## config.mk

```make
export PLATFORM = sky130hd
export DESIGN_NAME = pipe_sequencer
export DESIGN_NICKNAME = d
export VERILOG_FILES = /design/src/rtl/pipe_sequencer.sv
export SDC_FILE = /design/constraint.sdc
export NUM_CORES = 1
export LEC_CHECK = 0
export ABC_AREA = 1
export BUFFER_PORTS_ARGS = -buffer_cell sky130_fd_sc_hd__buf_2
export CAP_MARGIN = 10
export CORE_UTILIZATION = 59
export CTS_CLUSTER_SIZE = 28
export DETAILED_ROUTE_END_ITERATION = 8
export HOLD_SLACK_MARGIN = 0.08
export PLACE_DENSITY = 0.87
export SLEW_MARGIN = 20
export SYNTH_ARGS = -nofsm -noshare
export SYNTH_HDL_FRONTEND = slang
export SYNTH_SLANG_ARGS = --single-unit
```

## constraint.sdc

```tcl
create_clock -name clk -period 4.3 [get_ports clk]
set_clock_uncertainty 0.2 [all_clocks]
set_input_delay 0.43 -clock clk [delete_from_list [all_inputs] [get_ports clk]]
set_output_delay 0.43 -clock clk [all_outputs]
set_load 0.1 [all_outputs]
```

## src/rtl/pipe_sequencer.sv

```systemverilog
// ============================================================================
//  Module   : pipe_sequencer
//  Purpose  : Stall/flush controller for a four-stage F/D/E/W pipeline.
//             Produces the update codes of the F->D, D->E and E->W pipeline
//             registers and of the PC. Covers multi-cycle execute, D-vs-E RAW
//             hazards, taken branch/jump redirect, external memory stall and
//             the stop/halt/resume sequence.
//             Update code: 00 hold, 01 advance (load), 10 flush (bubble).
//  Ports    : clk, rstn (async, active-low)
//             i_d_rs / i_d_rt       decode sources {file, index[4:0]}
//             i_de_rw / i_de_rd     E-stage write enable/file and destination
//             i_de_wait_time        E-stage execute latency (0 behaves as 1)
//             i_de_stop             E-stage instruction is stop
//             i_e_branch            E-stage branch/jump taken
//             i_mem_stall           freeze whole pipeline
//             i_resume              pulse, leave HALT
//             o_fd/de/ew/pc_update  update codes
//             o_e_first             first cycle of the instruction in E
//             o_halted              controller is in HALT
//             o_stall_cnt           cycles with fd update != advance, wraps
//  Revision : 1.0  initial release
// ============================================================================
`default_nettype none

module pipe_sequencer #(
  parameter int WAIT_W = 5,
  parameter int CNT_W  = 32
) (
  input  logic              clk,
  input  logic              rstn,
  input  logic [5:0]        i_d_rs,
  input  logic [5:0]        i_d_rt,
  input  logic [1:0]        i_de_rw,
  input  logic [4:0]        i_de_rd,
  input  logic [WAIT_W-1:0] i_de_wait_time,
  input  logic              i_de_stop,
  input  logic              i_e_branch,
  input  logic              i_mem_stall,
  input  logic              i_resume,
  output logic [1:0]        o_fd_update,
  output logic [1:0]        o_de_update,
  output logic [1:0]        o_ew_update,
  output logic [1:0]        o_pc_update,
  output logic              o_e_first,
  output logic              o_halted,
  output logic [CNT_W-1:0]  o_stall_cnt
);

  localparam logic [1:0]        c_HOLD     = 2'b00;
  localparam logic [1:0]        c_LOAD     = 2'b01;
  localparam logic [1:0]        c_FLUSH    = 2'b10;
  localparam logic [WAIT_W-1:0] c_ECNT_ONE = WAIT_W'(1);

  typedef enum logic [1:0] {
    ST_RUN  = 2'b00,
    ST_HALT = 2'b01
  } state_t;

  state_t              r_state;
  logic [WAIT_W-1:0]   r_ecnt;
  logic [CNT_W-1:0]    r_stall_cnt;

  logic [WAIT_W-1:0]   w_wait_eff;
  logic                w_e_done;
  logic                w_hazard;
  logic [1:0]          w_fd, w_de, w_ew, w_pc;

  // A source depends on the E-stage result when E writes the same file/index.
  function automatic logic src_hit(input logic [5:0] src,
                                   input logic [1:0] rw,
                                   input logic [4:0] rd);
    return (rw != 2'b00) && (rw[1] == src[5]) && (rd == src[4:0]);
  endfunction

  always_comb begin
    w_wait_eff = (i_de_wait_time == '0) ? c_ECNT_ONE : i_de_wait_time;
    w_e_done   = (r_ecnt >= w_wait_eff);
    w_hazard   = src_hit(i_d_rs, i_de_rw, i_de_rd) |
                 src_hit(i_d_rt, i_de_rw, i_de_rd);
  end

  // Update codes; everything is held while reset is asserted.
  always_comb begin
    w_fd = c_HOLD;
    w_de = c_HOLD;
    w_ew = c_HOLD;
    w_pc = c_HOLD;
    if (rstn) begin
      if (r_state == ST_HALT) begin
        w_ew = c_FLUSH;
      end else if (i_mem_stall) begin
        w_fd = c_HOLD;
      end else if (!w_e_done) begin
        w_ew = c_FLUSH;
      end else if (i_de_stop) begin
        w_fd = c_FLUSH;
        w_de = c_FLUSH;
        w_ew = c_LOAD;
      end else if (i_e_branch) begin
        // Branch outranks a hazard: the dependent D instruction is squashed.
        w_fd = c_FLUSH;
        w_de = c_FLUSH;
        w_ew = c_LOAD;
        w_pc = c_FLUSH;
      end else if (w_hazard) begin
        w_de = c_FLUSH;
        w_ew = c_LOAD;
      end else begin
        w_fd = c_LOAD;
        w_de = c_LOAD;
        w_ew = c_LOAD;
        w_pc = c_LOAD;
      end
    end
  end

  always_ff @(posedge clk or negedge rstn) begin
    if (!rstn) begin
      r_state     <= ST_RUN;
      r_ecnt      <= c_ECNT_ONE;
      r_stall_cnt <= '0;
    end else begin
      if (w_fd != c_LOAD)
        r_stall_cnt <= r_stall_cnt + CNT_W'(1);

      case (r_state)
        ST_RUN: begin
          if (!i_mem_stall) begin
            // Any load or bubble into E starts a fresh execute count.
            if ((w_de == c_LOAD) || (w_de == c_FLUSH))
              r_ecnt <= c_ECNT_ONE;
            else if (!w_e_done && (r_ecnt != '1))
              r_ecnt <= r_ecnt + c_ECNT_ONE;
            if (w_e_done && i_de_stop)
              r_state <= ST_HALT;
          end
        end
        ST_HALT: begin
          if (i_resume)
            r_state <= ST_RUN;
        end
        default: r_state <= ST_RUN;
      endcase
    end
  end

  assign o_fd_update = w_fd;
  assign o_de_update = w_de;
  assign o_ew_update = w_ew;
  assign o_pc_update = w_pc;
  assign o_e_first   = rstn && (r_state == ST_RUN) && (r_ecnt == c_ECNT_ONE);
  assign o_halted    = rstn && (r_state == ST_HALT);
  assign o_stall_cnt = r_stall_cnt;

endmodule

`default_nettype wire
```

# After elaboration in Yosys (flattened, before gate mapping)
# Cells that the tools add are included.
[op_classes] add_sub_neg=2 order_cmp=1 eq_ne=13 n_mux=30 n_bitwise=2 n_reduce_logical=17
[ops] cell="2-to-1 mux 2 bit" count=25
[ops] cell="adder 32 x 1 -> 32 bit (second input constant)" count=1
[ops] cell="2-to-1 mux 5 bit" count=3
[ops] cell="equality test 5 bit" count=2
[ops] cell="logical AND 1 bit" count=9
[ops] cell="inequality test 2 bit (second input constant)" count=3
[ops] cell="AND reduction 3 bit" count=2
[ops] cell="adder 5 x 1 -> 5 bit (second input constant)" count=1
[ops] cell="equality test 5 x 1 -> 1 bit (second input constant)" count=1
[ops] cell=">= comparator 5 bit" count=1
[ops] cell="zero test 5 bit" count=1
[ops] cell="inequality test 5 bit (second input constant)" count=1
[ops] cell="equality test 2 x 1 -> 1 bit (second input constant)" count=2
[ops] cell="one-hot mux 2 bit (2 select lines)" count=1
[ops] cell="nonzero test 2 bit" count=2
[ops] cell="equality test 1 bit" count=2
[ops] cell="equality test 2 bit (second input constant)" count=1
[ops] cell="zero test 2 bit" count=1
[ops] cell="inequality test 2 x 1 -> 1 bit (second input constant)" count=1
[ops] cell="zero test 1 bit" count=1
[ops] cell="logical OR 1 bit" count=1
[ops] cell="2-to-1 mux 1 bit" count=1
[ops] cell="NOT 1 bit" count=1
[ops] cell="OR 1 bit" count=1
[word_totals] reg_bits=39 out_inout_bits=42

# Longest topological paths before layout
[logic_depth] depth_word=15 depth_mapped=12

# Worst setup path before layout
# OpenSTA, ideal clock, no wires.
[synth_timing] path_type="input to output" startpoint="input i_de_wait_time[3]" endpoint="output o_ew_update[1]" t_arrival_ns=3.706 slack_ns=-0.036 path_stages=8 path_cell_list="inv_1 > a41o_1 > ha_1 > o21ai_0 > nor2_2 > nor2_4 > inv_1 > o31ai_1"
[synth_via] elab_chain_cells=7
[synth_lines] item="start, declared" line="35" source="input logic [WAIT_W-1:0] i_de_wait_time,"
[synth_lines] item="zero test 5 bit" line="76" source="w_wait_eff = (i_de_wait_time == '0) ? c_ECNT_ONE : i_de_wait_time;"
[synth_lines] item="2-to-1 mux 5 bit *" line="76"
[synth_lines] item=">= comparator 5 bit *" line="77" source="w_e_done = (r_ecnt >= w_wait_eff);"
[synth_lines] item="2-to-1 mux 2 bit *" line="93" source="end else if (!w_e_done) begin"
[synth_lines] item="2-to-1 mux 2 bit *" line="91" source="end else if (i_mem_stall) begin"
[synth_lines] item="2-to-1 mux 2 bit *" line="89" source="if (r_state == ST_HALT) begin"
[synth_lines] item="2-to-1 mux 2 bit *" line="88" source="if (rstn) begin"
[synth_lines] item="end, declared" line="42" source="output logic [1:0] o_ew_update,"
# Every way passes the cells marked *; elsewhere a longest branch is shown, timed or not.

# Final worst setup path
[layout_timing] startpoint="register r_ecnt[0]" endpoint="output o_fd_update[1]"
[layout_via] elab_chain_cells=5
[layout_lines] item="start, declared" line="60" source="logic [WAIT_W-1:0] r_ecnt;"
[layout_lines] item="start signal, assigned" line="120" source="r_ecnt <= c_ECNT_ONE;"
[layout_lines] item="start signal, assigned" line="131" source="r_ecnt <= c_ECNT_ONE;"
[layout_lines] item="start signal, assigned" line="133" source="r_ecnt <= r_ecnt + c_ECNT_ONE;"
[layout_lines] item=">= comparator 5 bit" line="77"
[layout_lines] item="2-to-1 mux 2 bit" line="93"
[layout_lines] item="2-to-1 mux 2 bit" line="91"
[layout_lines] item="2-to-1 mux 2 bit" line="89"
[layout_lines] item="2-to-1 mux 2 bit" line="88"
[layout_lines] item="end, declared" line="40" source="output logic [1:0] o_fd_update,"
# No other way between the ends.

==> results_dict.tcl <==
set metrics [dict create \
    cts_tree "yes" \
    drc_errors 0 \
    reg2reg_depth 10 \
    r2r-start "r_ecnt[0]" \
    grt_use_met2 0.5556 \
    required_ns 3.67 \
    drive_gt1_frac 0.1780 \
    grtUsageMet1 0.3568 \
    slowest_delay_ns 0.57 \
    place.gp.congestion 0.9301 \
    worst_setup_path_end_kind "primary output" \
    preCtsSetupSlack_ns 1.036 \
    synth.distinct_cells 32 \
    start_kind "flop" \
    cts_resized 0 \
    grt_pass1_wl_microns 13030 \
    grt_util_all_layers 0.3092 \
    cts_sinks 38 \
    start_util 0.6284 \
    tightest_slew_ns 0.9025 \
    synth_cells 477 \
    first_global_vias 3043 \
    drt-initial-drc-count 167 \
    crit_chain "inv_1 > ha_1 > o21ai_0 > nor2_2 > nor2_4 > nor2_8 > inv_1 > nor2_1 > buf_2" \
    synth_top_area_share 0.3039 \
    crit_type "flop to primary output" \
    yosys.area.top_type "dfrtp_1" \
    cts_root_buf "clkbuf_8" \
    slew_violations 0 \
    peakVddDrop_mv 0.4583 \
    setup_ws_ns 0.8945 \
    die_h_microns 73.86 \
    cts_hold_buf 0 \
    via_per_inst 5.219 \
    vias 3194 \
    grt_max_degree 41 \
    clk_pin_slew_ns 0.08 \
    dp_hpwl_microns 6060 \
    antenna_left 0 \
    drtPass1Iterations 4 \
    cts.path.max_buffers 2 \
    slowest_stage "dfstp_2" \
    worst-path-buf-inv 3 \
    worstPathArrival_ns 2.78 \
    rsz0062_at_grt "false" \
    avgSynthCellArea_sq_um 6.387 \
    num_io_pins 72 \
    leakagePower_nw 2.028 \
    clk_latency_ns 0.29 \
    cp_common_cell "inv_1" \
    cts_post_setup_buffers_inserted 0 \
    powerDensity_mw_per_mm2 446.1 \
    port_buffers 71 \
    critPathTopFamily "simple AND/OR/NAND/NOR gates" \
    ys_seq_area_frac 0.3125 \
    ys_ff_latch 38 \
    path_max_fanout 37 \
    hold_class "input port to async pin" \
    finalSetupViolations 0 \
    max-cap-violations 0 \
    wirelength_microns 7724 \
    synthesis.area_sq_mm 0.003047 \
    synth_flop_cell "dfrtp_1" \
    holdWs_ns 0.07435 \
    r2r_setup_slack_ns 1.76 \
    fillCellCount 424 \
    slew_headroom 0.3977 \
    synth_common_cells "203 x nand2_1, 56 x inv_1, 47 x nor2_1, 37 x dfrtp_1, 34 x nand4_1" \
    use_met3 0.06173 \
    htree_levels 2 \
    hold_viol 0 \
    rows 25 \
    total_power_mw 1.568 \
    fin_util 0.7249 \
    nets 583 \
    ys.warnings.count 0 \
    synth_area_leaders "dfrtp_1 30%, nand2_1 25%, nand4_1 7.0%" \
    core_area_sq_mm 0.004848 \
    busiest_layer "met2" \
    area_delta_synth_final_pct 15.36 \
    synth_edf_count 0 \
    setup_tns_ns 0 \
    dieArea_sq_mm 0.005455 \
    syn-num-nets 516 \
    grt.overflow.total 0 \
    synth.most_common_cell "nand2_1" \
    outcome "complete, no violations" \
    finalCritPeriodShare 0.7920 \
    antenna_found_initial 0 \
    routedWlPerCell_microns 12.62 \
    synthArstFlopShare 1.000 \
    dieWidth_microns 73.86 \
    r2r_end "o_stall_cnt[10]" \
    max_freq_mhz 293.6 \
    cts_buffers 5 \
    antenna_cells 0 \
    post-route-min-period_ns 3.406 \
]
## worst max path at each step
| stage | start | end | depth (start not counted) |
|---|---|---|---|
| 6_report | r_ecnt[0] | o_fd_update[1] | 9 |
| 5_1_grt | r_ecnt[0] | o_fd_update[1] | 9 |
| 4_1_cts | r_ecnt[0] | o_fd_update[1] | 9 |
| 3_5_place_dp | i_de_wait_time[3] | o_fd_update[1] | 11 |
| 3_3_place_gp | i_de_wait_time[3] | o_fd_update[1] | 11 |
| 2_1_floorplan | r_ecnt[0] | o_e_first | 3 |
## cells by family (layout without fill, tap and decap cells)
family	Yosys count	in the layout	share of synthesized area
flops	38	38	0.3125
fa+ha+maj	9	9	0.03696
xor+xnor	19	19	0.05462
buf+inv	72	140	0.1018
compound gates	7	7	0.01396
simple gates	332	332	0.4801
## per-stage QoR
step / cells / cell area, sq um
2_1_floorplan: 477 / 3052
3_3_place_gp: 604 / 3423
3_5_place_dp: 604 / 3423
4_1_cts: 612 / 3515
5_1_grt: 612 / 3515
6_report: 612 / 3515
## routing by layer
| metal | part of all wire | wire (microns) |
|---|---|---|
| met4 | 0.021 | 162 |
| met5 | 0 | 0 |
| met1 | 0.42 | 3252 |
| met2 | 0.51 | 3918 |
| met3 | 0.050 | 390 |
## area by class of cell
class	count	area, sq um	share of cell area
Timing Repair Buffer	74	377.9	0.1075
Multi-Input combinational cell	367	1792	0.5098
Tap cell	67	83.83	0.02385
Clock inverter	1	5.005	0.001424
Inverter	58	217.7	0.06194
Clock buffer	7	86.33	0.02456
Sequential cell	38	952.2	0.2709
## cell usage in the layout (no fill, tap or decap)
master    count
o31ai_2       1
nor4_1        1
nor3_1       11
nor2_1       46
inv_2         1
or2_2         1
nor2_2        5
nand3b_1      5
xor2_1       17
nand3_2       1
nand3_1      19
xnor2_1       2
o21ai_0       3
nand3_4       1
nand2_2       1
dfstp_2       1
buf_2        71
nor2_8        1
o21ai_1       1
nor2_4        2
inv_1        56
buf_4         3
nor3_2        1
clkbuf_8      6
clkinv_2      1
dfrtp_1      37
ha_1          9
nand4_1      34
nand2_1     203
clkinv_1      1
a41o_1        1
clkbuf_1      1
a21oi_1       1
## report_power, final
part / switching, mW / leakage, nW / total [mW] / internal, mW
combinational: 0.638 / 1.47 / 0.811 / 0.174
sequential: 0.0804 / 0.508 / 0.502 / 0.422
clock: 0.124 / 0.0482 / 0.254 / 0.129
## sequential cells by signal, summed over array words and instances (netlist names)
name and cells:
r_ecnt 5, r_state 1, o_stall_cnt 32
Power figures use the tool's default switching activity.
